## config.mk

```make
export PLATFORM = sky130hd
export DESIGN_NAME = vram_text_writer
export DESIGN_NICKNAME = d
export VERILOG_FILES = /design/src/rtl/vga_pkg.sv /design/src/rtl/vram_text_writer.sv
export SDC_FILE = /design/constraint.sdc
export NUM_CORES = 1
export LEC_CHECK = 0
export ABC_CLOCK_PERIOD_IN_PS = 3860
export CAP_MARGIN = 30
export CORE_ASPECT_RATIO = 0.6
export CORE_MARGIN = 2
export CORE_UTILIZATION = 54
export CTS_BUF_LIST = sky130_fd_sc_hd__clkbuf_4 sky130_fd_sc_hd__clkbuf_8
export CTS_CLUSTER_SIZE = 25
export DETAILED_ROUTE_END_ITERATION = 7
export PLACE_DENSITY = 0.81
export SYNTH_ARGS = -nofsm -noshare
export SYNTH_HDL_FRONTEND = slang
export SYNTH_SLANG_ARGS = --single-unit
```

## constraint.sdc

```tcl
create_clock -name clk -period 3.86 [get_ports clk]
set_input_delay 0.579 -clock clk [delete_from_list [all_inputs] [get_ports clk]]
set_output_delay 0.579 -clock clk [all_outputs]
set_load 0.1 [all_outputs]
```

## src/rtl/vga_pkg.sv

```systemverilog
// rtl/vga_pkg.sv - shared constants and state type for the text-mode VRAM writer
package vga_pkg;

  localparam int VRAM_AW = 11;

  localparam logic [7:0] CH_BS    = 8'h08;
  localparam logic [7:0] CH_LF    = 8'h0A;
  localparam logic [7:0] CH_FF    = 8'h0C;
  localparam logic [7:0] CH_CR    = 8'h0D;
  localparam logic [7:0] CH_BLANK = 8'h20;

  typedef enum logic [1:0] {
    IDLE    = 2'd0,
    CLR_ROW = 2'd1,
    CLR_ALL = 2'd2
  } state_t;

endpackage

```

## src/rtl/vram_text_writer.sv

```systemverilog
// rtl/vram_text_writer.sv - byte stream to VRAM writes with cursor, control codes and rolling row clears
module vram_text_writer
  import vga_pkg::*;
#(
  parameter int         COLS  = 40,
  parameter int         ROWS  = 30,
  parameter logic [7:0] BLANK = CH_BLANK
) (
  input  logic                clk,
  input  logic                rst_n,
  input  logic                in_valid,
  input  logic [7:0]          in_data,
  output logic                in_ready,
  output logic                vram_we,
  output logic [VRAM_AW-1:0]  vram_waddr,
  output logic [7:0]          vram_wdata,
  output logic [5:0]          cursor_x,
  output logic [4:0]          cursor_y,
  output logic                busy
);

  localparam logic [5:0] LAST_X = 6'(COLS - 1);
  localparam logic [4:0] LAST_Y = 5'(ROWS - 1);

  state_t               state, state_n;
  logic [VRAM_AW-1:0]   cnt, cnt_n;
  logic [5:0]           x_n;
  logic [4:0]           y_n;
  logic                 we_n;
  logic [VRAM_AW-1:0]   waddr_n;
  logic [7:0]           wdata_n;
  logic                 newline;
  logic                 accept;

  assign accept = in_valid && in_ready;

  always_comb begin
    state_n = state;
    cnt_n   = cnt + 11'd1;
    x_n     = cursor_x;
    y_n     = cursor_y;
    we_n    = 1'b0;
    waddr_n = vram_waddr;
    wdata_n = vram_wdata;
    newline = 1'b0;
    case (state)
      CLR_ALL: begin
        we_n    = 1'b1;
        waddr_n = cnt;
        wdata_n = BLANK;
        if (cnt == 11'h7FF) state_n = IDLE;
      end
      CLR_ROW: begin
        we_n    = 1'b1;
        waddr_n = {cursor_y, cnt[5:0]};
        wdata_n = BLANK;
        if (cnt[5:0] == 6'h3F) state_n = IDLE;
      end
      default: begin
        cnt_n = '0;
        if (accept) begin
          if (in_data >= 8'h20 && in_data <= 8'h7E) begin
            we_n    = 1'b1;
            waddr_n = {cursor_y, cursor_x};
            wdata_n = in_data;
            if (cursor_x == LAST_X) begin
              x_n     = '0;
              newline = 1'b1;
            end else begin
              x_n = cursor_x + 6'd1;
            end
          end else begin
            case (in_data)
              CH_LF: begin
                x_n     = '0;
                newline = 1'b1;
              end
              CH_CR: x_n = '0;
              CH_BS: if (cursor_x != 6'd0) x_n = cursor_x - 6'd1;
              CH_FF: begin
                x_n     = '0;
                y_n     = '0;
                state_n = CLR_ALL;
              end
              default: ;
            endcase
          end
          // Entering a row always blanks it, giving the rolling-terminal look.
          if (newline) begin
            y_n     = (cursor_y == LAST_Y) ? 5'd0 : cursor_y + 5'd1;
            state_n = CLR_ROW;
          end
        end
      end
    endcase
  end

  always_ff @(posedge clk or negedge rst_n) begin
    if (!rst_n) begin
      state      <= CLR_ALL;
      cnt        <= '0;
      cursor_x   <= '0;
      cursor_y   <= '0;
      vram_we    <= 1'b0;
      vram_waddr <= '0;
      vram_wdata <= BLANK;
      in_ready   <= 1'b0;
      busy       <= 1'b1;
    end else begin
      state      <= state_n;
      cnt        <= cnt_n;
      cursor_x   <= x_n;
      cursor_y   <= y_n;
      vram_we    <= we_n;
      vram_waddr <= waddr_n;
      vram_wdata <= wdata_n;
      in_ready   <= (state_n == IDLE);
      busy       <= (state_n != IDLE);
    end
  end

endmodule

```

### Word level (Yosys, flattened, before mapping)

Index checks and enable logic that the tools add are counted.

* register bits after elaboration: 46
* input bits: 11
* output and inout port bits: 33
* word-level logic and storage cells: 75

* $add $sub $neg: 4
* magnitude comparators: 2
* equality and inequality tests: 12
* multiplexer cells: 30
* bitwise gates (word level): 1
* reduce and logical (&&, ||, !) cells: 17

Operators by type and width (number)
* 11-bit 2-to-1 mux: 3
* 8-bit by 4-bit == test with 1-bit output, second input constant: 4
* 8-bit 2-to-1 mux: 3
* 11-bit one-hot mux with 2 select lines: 1
* 5-bit 2-to-1 mux: 4
* 6-bit 2-to-1 mux: 3
* 6-bit == test, second input constant: 2
* 2-bit 2-to-1 mux: 6
* 6-bit one-hot mux with 2 select lines: 1
* 11-bit by 1-bit adder with 11-bit output, second input constant: 1
* 11-bit == test, second input constant: 1
* 3-bit nonzero test: 3
* 8-bit by 6-bit greater-or-equal comparator with 1-bit output, second input constant: 1
* 8-bit by 7-bit <= comparator with 1-bit output, second input constant: 1
* 1-bit 2-to-1 mux: 8
* 4-bit AND reduction: 2
* 2-bit nonzero test: 4
* 6-bit by 1-bit adder with 6-bit output, second input constant: 1
* 6-bit nonzero test: 1
* 6-bit by 1-bit subtractor with 6-bit output, second input constant: 1
* 5-bit by 1-bit adder with 5-bit output, second input constant: 1
* 5-bit == test, second input constant: 1
* 2-bit one-hot mux with 2 select lines: 1
* 2-bit AND reduction: 2
* other kinds (9): 10

### Depth between registers and ports, before layout

Gate-level depths: netlist of run 1.

* word-level depth: 9
* depth in mapped cells: 7
* gate-level depth less buffers: 6

### Worst setup path after synthesis of run 1

OpenSTA, ideal clock, no wires.

* kind: register to register
* from: reg cursor_x[0]
* to: reg cursor_x[5]
* setup time: 81 ps
* arrival: 2272 ps
* required time: 3779 ps
* setup slack: 1507 ps
* stages on the path, launching flop included: 7
* path buffers: 0
* clock period less this slack: 2353 ps
* cells stage by stage: dfrtp_1 -> inv_1 -> ha_1 -> nand3_1 -> o221ai_4 -> or4_1 -> o211ai_2

* longest elaborated chain between the ends: 4
* elaborated cells between the ends (all ways): 10
* classes of those cells: 2 x add/sub; 2 x eq/ne; 4 x mux; 2 x reduce/logical

Ends and longest elaborated chain
* start: declaration: line vram_text_writer.sv:17 `output logic [5:0] cursor_x,`
* start signal: assignment: line vram_text_writer.sv:112 `cursor_x <= x_n;`
* 6-bit by 1-bit subtractor with 6-bit output: line vram_text_writer.sv:79 `CH_BS: if (cursor_x != 6'd0) x_n = cursor_x - 6'd1;`
* 6-bit 2-to-1 mux: line vram_text_writer.sv:79
* 6-bit one-hot mux with 2 select lines: line vram_text_writer.sv:73 `case (in_data)`
* 6-bit 2-to-1 mux: line vram_text_writer.sv:62 `if (in_data >= 8'h20 && in_data <= 8'h7E) begin`

Several ways; a longest one is shown, not always the timed one. The select of a mux whose other input is x is not followed.
A chain may end at the register's enable or synchronous reset.

### Final worst setup path of run 1

* from: reg state[0]
* to: reg cursor_y[2]

* longest elaborated chain between the ends: 4
* elaborated cells between the ends (all ways): 5
* classes of those cells: 2 x eq/ne; 1 x bitwise; 2 x reduce/logical

Ends and longest elaborated chain
* start: declaration: line vram_text_writer.sv:25 `state_t state, state_n;`
* start signal: assignment: line vram_text_writer.sv:110 `state <= state_n;`
* 2-bit by 1-bit == test with 1-bit output or 2-bit == test (tied branches): line vram_text_writer.sv:46 `case (state)`
* 2-bit OR reduction (no line) (*)
* 1-bit inverter (no line) (*)
* 4-bit AND reduction (no line) (*)
* end signal: assignment: line vram_text_writer.sv:113 `cursor_y <= y_n;`
* end: declaration: line vram_text_writer.sv:18 `output logic [4:0] cursor_y,`

Mark *: on every way between the ends. The rest lies on a longest branch, timed or not.

==> results of run 1 <==
==> area by class of cell <==
| type | count | area, um^2 |
|---|---|---|
| well taps | 63 | 78.8 |
| repair buffers | 44 | 445 |
| multi-input cells | 183 | 1270 |
| inverters | 7 | 26.3 |
| flip-flops and latches | 46 | 1150 |
| clock inverters | 1 | 30.0 |
| fillers | 347 | 1400 |
| clock buffers | 7 | 83.8 |
==> power groups by stage <==
stage | registers, mW | logic (mW) | clock network (mW)
CTS | 0.738 | 1.62 | 0.373
global route | 0.755 | 1.69 | 0.395
floorplan | 1.55 | 0.428 | 0
detailed placement | 0.744 | 1.61 | 0
finish | 0.738 | 1.61 | 0.369
global placement | 0.744 | 1.59 | 0
==> flip-flops by register name, indices dropped and copies added (netlist names) <==
signal / flops
busy: 1
cnt: 11
vram_waddr: 11
cursor_x: 6
state: 2
in_ready: 1
cursor_y: 5
vram_wdata: 8
vram_we: 1
==> worst min-delay path by stage <==
stage          slack [ns]     endpoint  cells past startpoint
3_3_place_gp         0.50     state[1]                      2
6_report             0.09  cursor_x[4]                      1
4_1_cts               0.1  cursor_x[4]                      1
3_5_place_dp         0.42  cursor_x[4]                      1
5_1_grt               0.1  cursor_x[4]                      1
2_1_floorplan        0.28       cnt[0]                      0
==> cells in the final DEF (no fill, tap or decap), types with 3 or more instances in the layout <==
cell type / instances
a21oi_1: 15
a22oi_1: 11
and2_1: 4
and3_1: 3
clkbuf_8: 5
clkdlybuf4s50_1: 42
dfrtp_1: 43
dfstp_2: 3
ha_1: 8
inv_1: 7
mux2i_1: 8
nand2_1: 13
nand3_1: 11
nand4_1: 5
nor2_1: 27
nor2b_1: 9
nor3_1: 5
o21ai_0: 4
or3_1: 3
or4_1: 3
xnor2_1: 3
xor2_1: 6
==> routing by layer <==
| layer | global-route usage, % | vias up | wire length (um) |
|---|---|---|---|
| met4 | 6.06 | 0 | 34 |
| met5 | 0 | - | 0 |
| met1 | 39.0 | 1019 | 2950 |
| li1 | - | 991 | - |
| met2 | 34.5 | 53 | 2540 |
| met3 | 5.37 | 4 | 310 |
==> kinds of logic (layout without fill, tap and decap cells) <==
logic type	Yosys count	count (layout)
buffers and inverters	15	59
XOR/XNOR	9	9
multiplexers	9	9
AO/OA/AOI/OAI	58	58
AND/OR/NAND/NOR	99	99
flip-flops	46	46
adder cells (fa/ha/maj)	8	8
==> flow_metrics.py, run 1 <==
metrics = {
    "clock_network": {
        "postCtsSetupRepairBufs": 0,
        "cts_tree": "built",
        "ctsResizeCount": 0,
        "cts_buffers": 5,
        "cts_htree_levels": 2,
        "root_buffer": "clkbuf_8",
        "insertion_delay_ns": 0.30,
        "path_clk_slew_ns": 0.09,
        "cts.hold.buffers_added": 0,
        "cts_buffer_depth": 2,
        "clkSinkCount": 46,
    },
    "power_and_ir_drop": {
        "pwr-share-comb_pct": 59.3,
        "seqPwrFrac_pct": 27.1,
        "p_sw_share_pct": 55.2,
        "p_per_area_nw_per_um2": 880,
        "leakagePower_nw": 1.29,
        "p_clk_share_pct": 13.6,
        "peakVddDrop_mv": 0.601,
        "p_int_mw": 1.22,
        "power_switching_mw": 1.50,
        "total_power_mw": 2.72,
    },
    "synth": {
        "synth_seq_cells": 46,
        "yosys.area.top_type_share_pct": 43.3,
        "synthAdderAreaFrac_pct": 4.03,
        "synth_nets": 263,
        "synth-edff-count": 0,
        "syn_avg_cell_area_um2": 10.2,
        "yosysTopAreaCell": "dfrtp_1",
        "synth_xor_area_share_pct": 3.17,
        "ys_top_cells_by_count": "dfrtp_1 (43), nor2_1 (27), a21oi_1 (15)",
        "yosys.area_share.simple_pct": 21.8,
        "synth_most_common_cell": "dfrtp_1",
        "synth_area_leaders": "dfrtp_1 (43%), nor2_1 (4.1%), ha_1 (4.0%)",
        "ys_types": 58,
        "synthMuxAreaShare_pct": 3.67,
        "synth-async-reset-ratio_pct": 100,
        "synth_top_family_by_area": "simple AND/OR/NAND/NOR gates",
        "syn_area_um2": 2490,
        "ys_warn_count": 0,
        "synth_ff_type": "dfrtp_1",
        "seq_area_frac_synth_pct": 46.5,
        "synth_cells": 244,
        "synth-compound-area-share_pct": 18.4,
    },
    "timing": {
        "finClkSkew_ns": 0.0109,
        "clock.fmax_ghz": 0.362,
        "hold_viol_final": 0,
        "hold-worst-slack_ns": 0.0921,
        "rsz0062_at_grt": "no",
        "slew_violations": 0,
        "worst_slew_pin_slew_ns": 0.992,
        "setup_viol": 0,
        "post-route-min-period_ns": 2.76,
        "slew_headroom_pct": 33.7,
        "timing.final.crit_share_pct": 71.5,
        "fin_ws_ns": 1.10,
        "fin_setup_tns_ns": 0,
    },
    "setup_path": {
        "timing.rr.start": "state[0]",
        "cp_num_cells": 6,
        "path_cells": "inv_1, ha_1, nand3_1, nor3_2, nor3_1, a221o_1",
        "worstPathArrival_ns": 2.94,
        "worstRegToRegCells": 6,
        "cp_max_fo": 32,
        "critical_path.startpoint_type": "register",
        "worstSetupPathType": "reg2reg",
        "worstSetupEndpoint": "cursor_y[2]",
        "required_ns": 4.05,
        "startpoint": "state[0]",
        "r2r-end": "cursor_y[2]",
        "crit_slowest_cell": "ha_1",
        "cpPeakStageDelay_ns": 0.87,
        "path_buf_inv": 1,
        "rrSetupSlack_ns": 1.10,
        "critPathCaptureType": "register",
        "critPathTopFamily": "simple AND/OR/NAND/NOR gates",
    },
    "drt": {
        "first_iter_violations": 156,
        "drc": 0,
        "vias": 2067,
        "first_pass_iters": 4,
        "detail-route-antenna-nets": 0,
        "post_drt_wl_per_cell_um": 16.6,
        "wl_mm": 5.84,
        "vias_per_cell": 5.89,
    },
    "floorplanning": {
        "coreArea_um2": 4490,
        "die-area_um2": 5180,
        "die_y_um": 56.6,
        "start_util_pct": 55.3,
        "ioPinCount": 44,
        "rows": 19,
        "chipWidth_um": 91.6,
    },
    "global_route": {
        "grt_pass1_wl_mm": 9.92,
        "grt_max_degree": 42,
        "overflow": 0,
        "antenna_found_initial": 0,
        "grt_pass1_vias": 1952,
        "grt_util_all_layers_pct": 24.7,
    },
    "final_layout": {
        "utilization_pct": 68.8,
        "stdcell_count": 351,
        "postLayoutCellArea_um2": 3090,
        "syn_to_final_growth_pct": 24.3,
        "n_antenna_cell": 0,
        "drive_gt1_share_pct": 10.1,
        "final_nets": 306,
    },
    "placed_design": {
        "place_area_um2": 2980,
        "dp_hpwl_mm": 4.34,
        "dpl.cell_count": 343,
        "place_congestion": 0.890,
        "portBuffers": 43,
        "pre_cts_ws_ns": 0.946,
    },
    "run": {
        "max_cap_violations": 0,
    },
    "status": {
        "status": "completed",
    },
    "worst_hold_path": {
        "hp-class": "in2async",
    },
}
Power figures use the tool's default switching activity.
==> run 2, diff against run 1 <==
--- a/config.mk
+++ b/config.mk
@@ -5,7 +5,7 @@
 export SDC_FILE = /design/constraint.sdc
 export NUM_CORES = 1
 export LEC_CHECK = 0
-export ABC_CLOCK_PERIOD_IN_PS = 3860
+export ABC_CLOCK_PERIOD_IN_PS = 2880
 export CAP_MARGIN = 30
 export CORE_ASPECT_RATIO = 0.6
 export CORE_MARGIN = 2
==> constraint.sdc (replaced) <==
create_clock -name clk -period 2.88 [get_ports clk]
set_input_delay 0.432 -clock clk [delete_from_list [all_inputs] [get_ports clk]]
set_output_delay 0.432 -clock clk [all_outputs]
set_load 0.1 [all_outputs]
==> run 2 against run 1 <==
  * Non-clock buffer count rose by 3
  * Worst setup slack got worse by 0.56 ns
  * Clock power rose by 32%
  * Combinational power rose by 32%
  * Sequential share of layout area rose by 0.76 points
  * Cell count rose by 0.85%
  * First-iteration DRC count rose by 13%
  * Total power rose by 33%
  * Clock-buffer cell count fell by 2
  * Largest cell class unchanged
==> flow_metrics.py, run 2 (synthesis gave the netlist of run 1 again) <==
metrics = {
    "setup_path": {
        "timing.rr.start": "cursor_x[2]",
        "critical_path.startpoint_type": "input port",
        "worstRegToRegCells": 5,
        "worstPathArrival_ns": 2.57,
        "required_ns": 3.11,
        "worstSetupPathType": "in2reg",
        "cp_max_fo": 10,
        "rrSetupSlack_ns": 0.83,
        "startpoint": "in_data[3]",
        "worstSetupEndpoint": "cursor_x[5]",
        "critPathCaptureType": "register",
        "r2r-end": "cursor_x[2]",
    },
    "floorplanning": {
        "chipWidth_um": 91.6,
        "start_util_pct": 55.3,
        "ioPinCount": 44,
        "die-area_um2": 5180,
        "rows": 19,
        "die_y_um": 56.6,
        "coreArea_um2": 4490,
    },
    "power_and_ir_drop": {
        "peakVddDrop_mv": 0.718,
        "leakagePower_nw": 1.34,
        "total_power_mw": 3.61,
        "p_per_area_nw_per_um2": 1190,
    },
    "drt": {
        "first_pass_iters": 4,
        "first_iter_violations": 177,
        "vias_per_cell": 5.84,
        "detail-route-antenna-nets": 0,
        "drc": 0,
        "post_drt_wl_per_cell_um": 16.4,
        "vias": 2066,
        "wl_mm": 5.79,
    },
    "global_route": {
        "grt_util_all_layers_pct": 24.9,
        "grt_pass1_wl_mm": 10.0,
        "grt_max_degree": 31,
        "overflow": 0,
        "antenna_found_initial": 0,
        "grt_pass1_vias": 1933,
    },
    "clock_network": {
        "path_clk_slew_ns": 0.09,
        "insertion_delay_ns": 0.30,
        "root_buffer": "clkbuf_8",
        "ctsResizeCount": 0,
        "cts_buffers": 5,
        "cts_tree": "built",
        "cts_buffer_depth": 2,
        "clkSinkCount": 46,
        "postCtsSetupRepairBufs": 0,
        "cts_htree_levels": 2,
        "cts.hold.buffers_added": 0,
    },
    "timing": {
        "timing.final.crit_share_pct": 81.3,
        "setup_viol": 0,
        "fin_setup_tns_ns": 0,
        "worst_slew_pin_slew_ns": 0.617,
        "rsz0062_at_grt": "no",
        "slew_violations": 0,
        "slew_headroom_pct": 58.8,
        "post-route-min-period_ns": 2.34,
        "clock.fmax_ghz": 0.427,
        "hold-worst-slack_ns": 0.0700,
        "fin_ws_ns": 0.539,
        "finClkSkew_ns": 0.00767,
        "hold_viol_final": 0,
    },
    "placed_design": {
        "portBuffers": 43,
        "dp_hpwl_mm": 4.29,
        "place_congestion": 0.892,
        "pre_cts_ws_ns": 0.288,
    },
    "final_layout": {
        "final_common_cell": "dfrtp_1",
        "fillers": 363,
        "layout_common_cells": "dfrtp_1 (43), buf_4 (36), nor2_1 (27)",
        "drive_gt1_share_pct": 22.3,
        "top_regs": "cnt (11), vram_waddr (11), vram_wdata (8)",
        "final_nets": 309,
        "utilization_pct": 67.4,
        "syn_to_final_growth_pct": 21.8,
        "n_antenna_cell": 0,
    },
    "worst_hold_path": {
        "hp-class": "in2async",
    },
    "status": {
        "status": "completed",
    },
    "run": {
        "max_cap_violations": 0,
    },
}
==> run 2: metal layers <==
| metal | vias to the layer above | track usage [%] | share of wire [%] |
|---|---|---|---|
| met4 | 0 | 4.11 | 0.67 |
| met2 | 60 | 33.0 | 41 |
| met3 | 7 | 6.17 | 6.0 |
| met5 | - | 0 | 0 |
| met1 | 997 | 41.2 | 52 |
| li1 | 1002 | - | - |
==> run 2: worst min-delay path by stage <==
stage                     startpoint       endpoint  slack [ns]  cells past startpoint
after floorplan                rst_n         cnt[0]        0.14                      0
after global placement      state[1]       state[1]        0.50                      2
after detailed placement       rst_n    cursor_x[2]        0.41                      1
after CTS                      rst_n  vram_wdata[2]        0.08                      1
after global routing           rst_n  vram_wdata[2]         0.1                      1
final                          rst_n    cursor_x[2]        0.07                      1
==> run 2: final cells by class <==
| class | count | area (um^2) | area share [%] |
|---|---|---|---|
| multi-input cells | 183 | 1270 | 42.0 |
| flip-flops and latches | 46 | 1150 | 38.1 |
| repair buffers | 47 | 385 | 12.7 |
| well taps | 63 | 78.8 | 2.60 |
| clock buffers | 5 | 68.8 | 2.27 |
| clock inverters | 3 | 43.8 | 1.45 |
| inverters | 7 | 26.3 | 0.867 |
==> run 2: critical path: stages <==
cell             delay, ns
clkdlybuf4s50_1       0.52
and4_4                0.27
a211oi_4              0.46
o221ai_4              0.21
or4_1                 0.57
o211ai_2              0.09
==> run 2: where the power goes <==
group / leakage, nW / total, mW / internal [mW] / switching (mW)
Combinational: 0.709 / 2.13 / 0.490 / 1.64
Clock: 0.0585 / 0.487 / 0.260 / 0.226
Sequential: 0.573 / 0.993 / 0.828 / 0.165
Total: 1.34 / 3.61 / 1.58 / 2.03
==> run 2: per-stage QoR <==
step | cell area, um^2 | instances
after floorplan | 2490 | 244
after global placement | 2900 | 345
after detailed placement | 2920 | 346
after CTS | 3030 | 354
after global routing | 3030 | 354
final | 3030 | 354
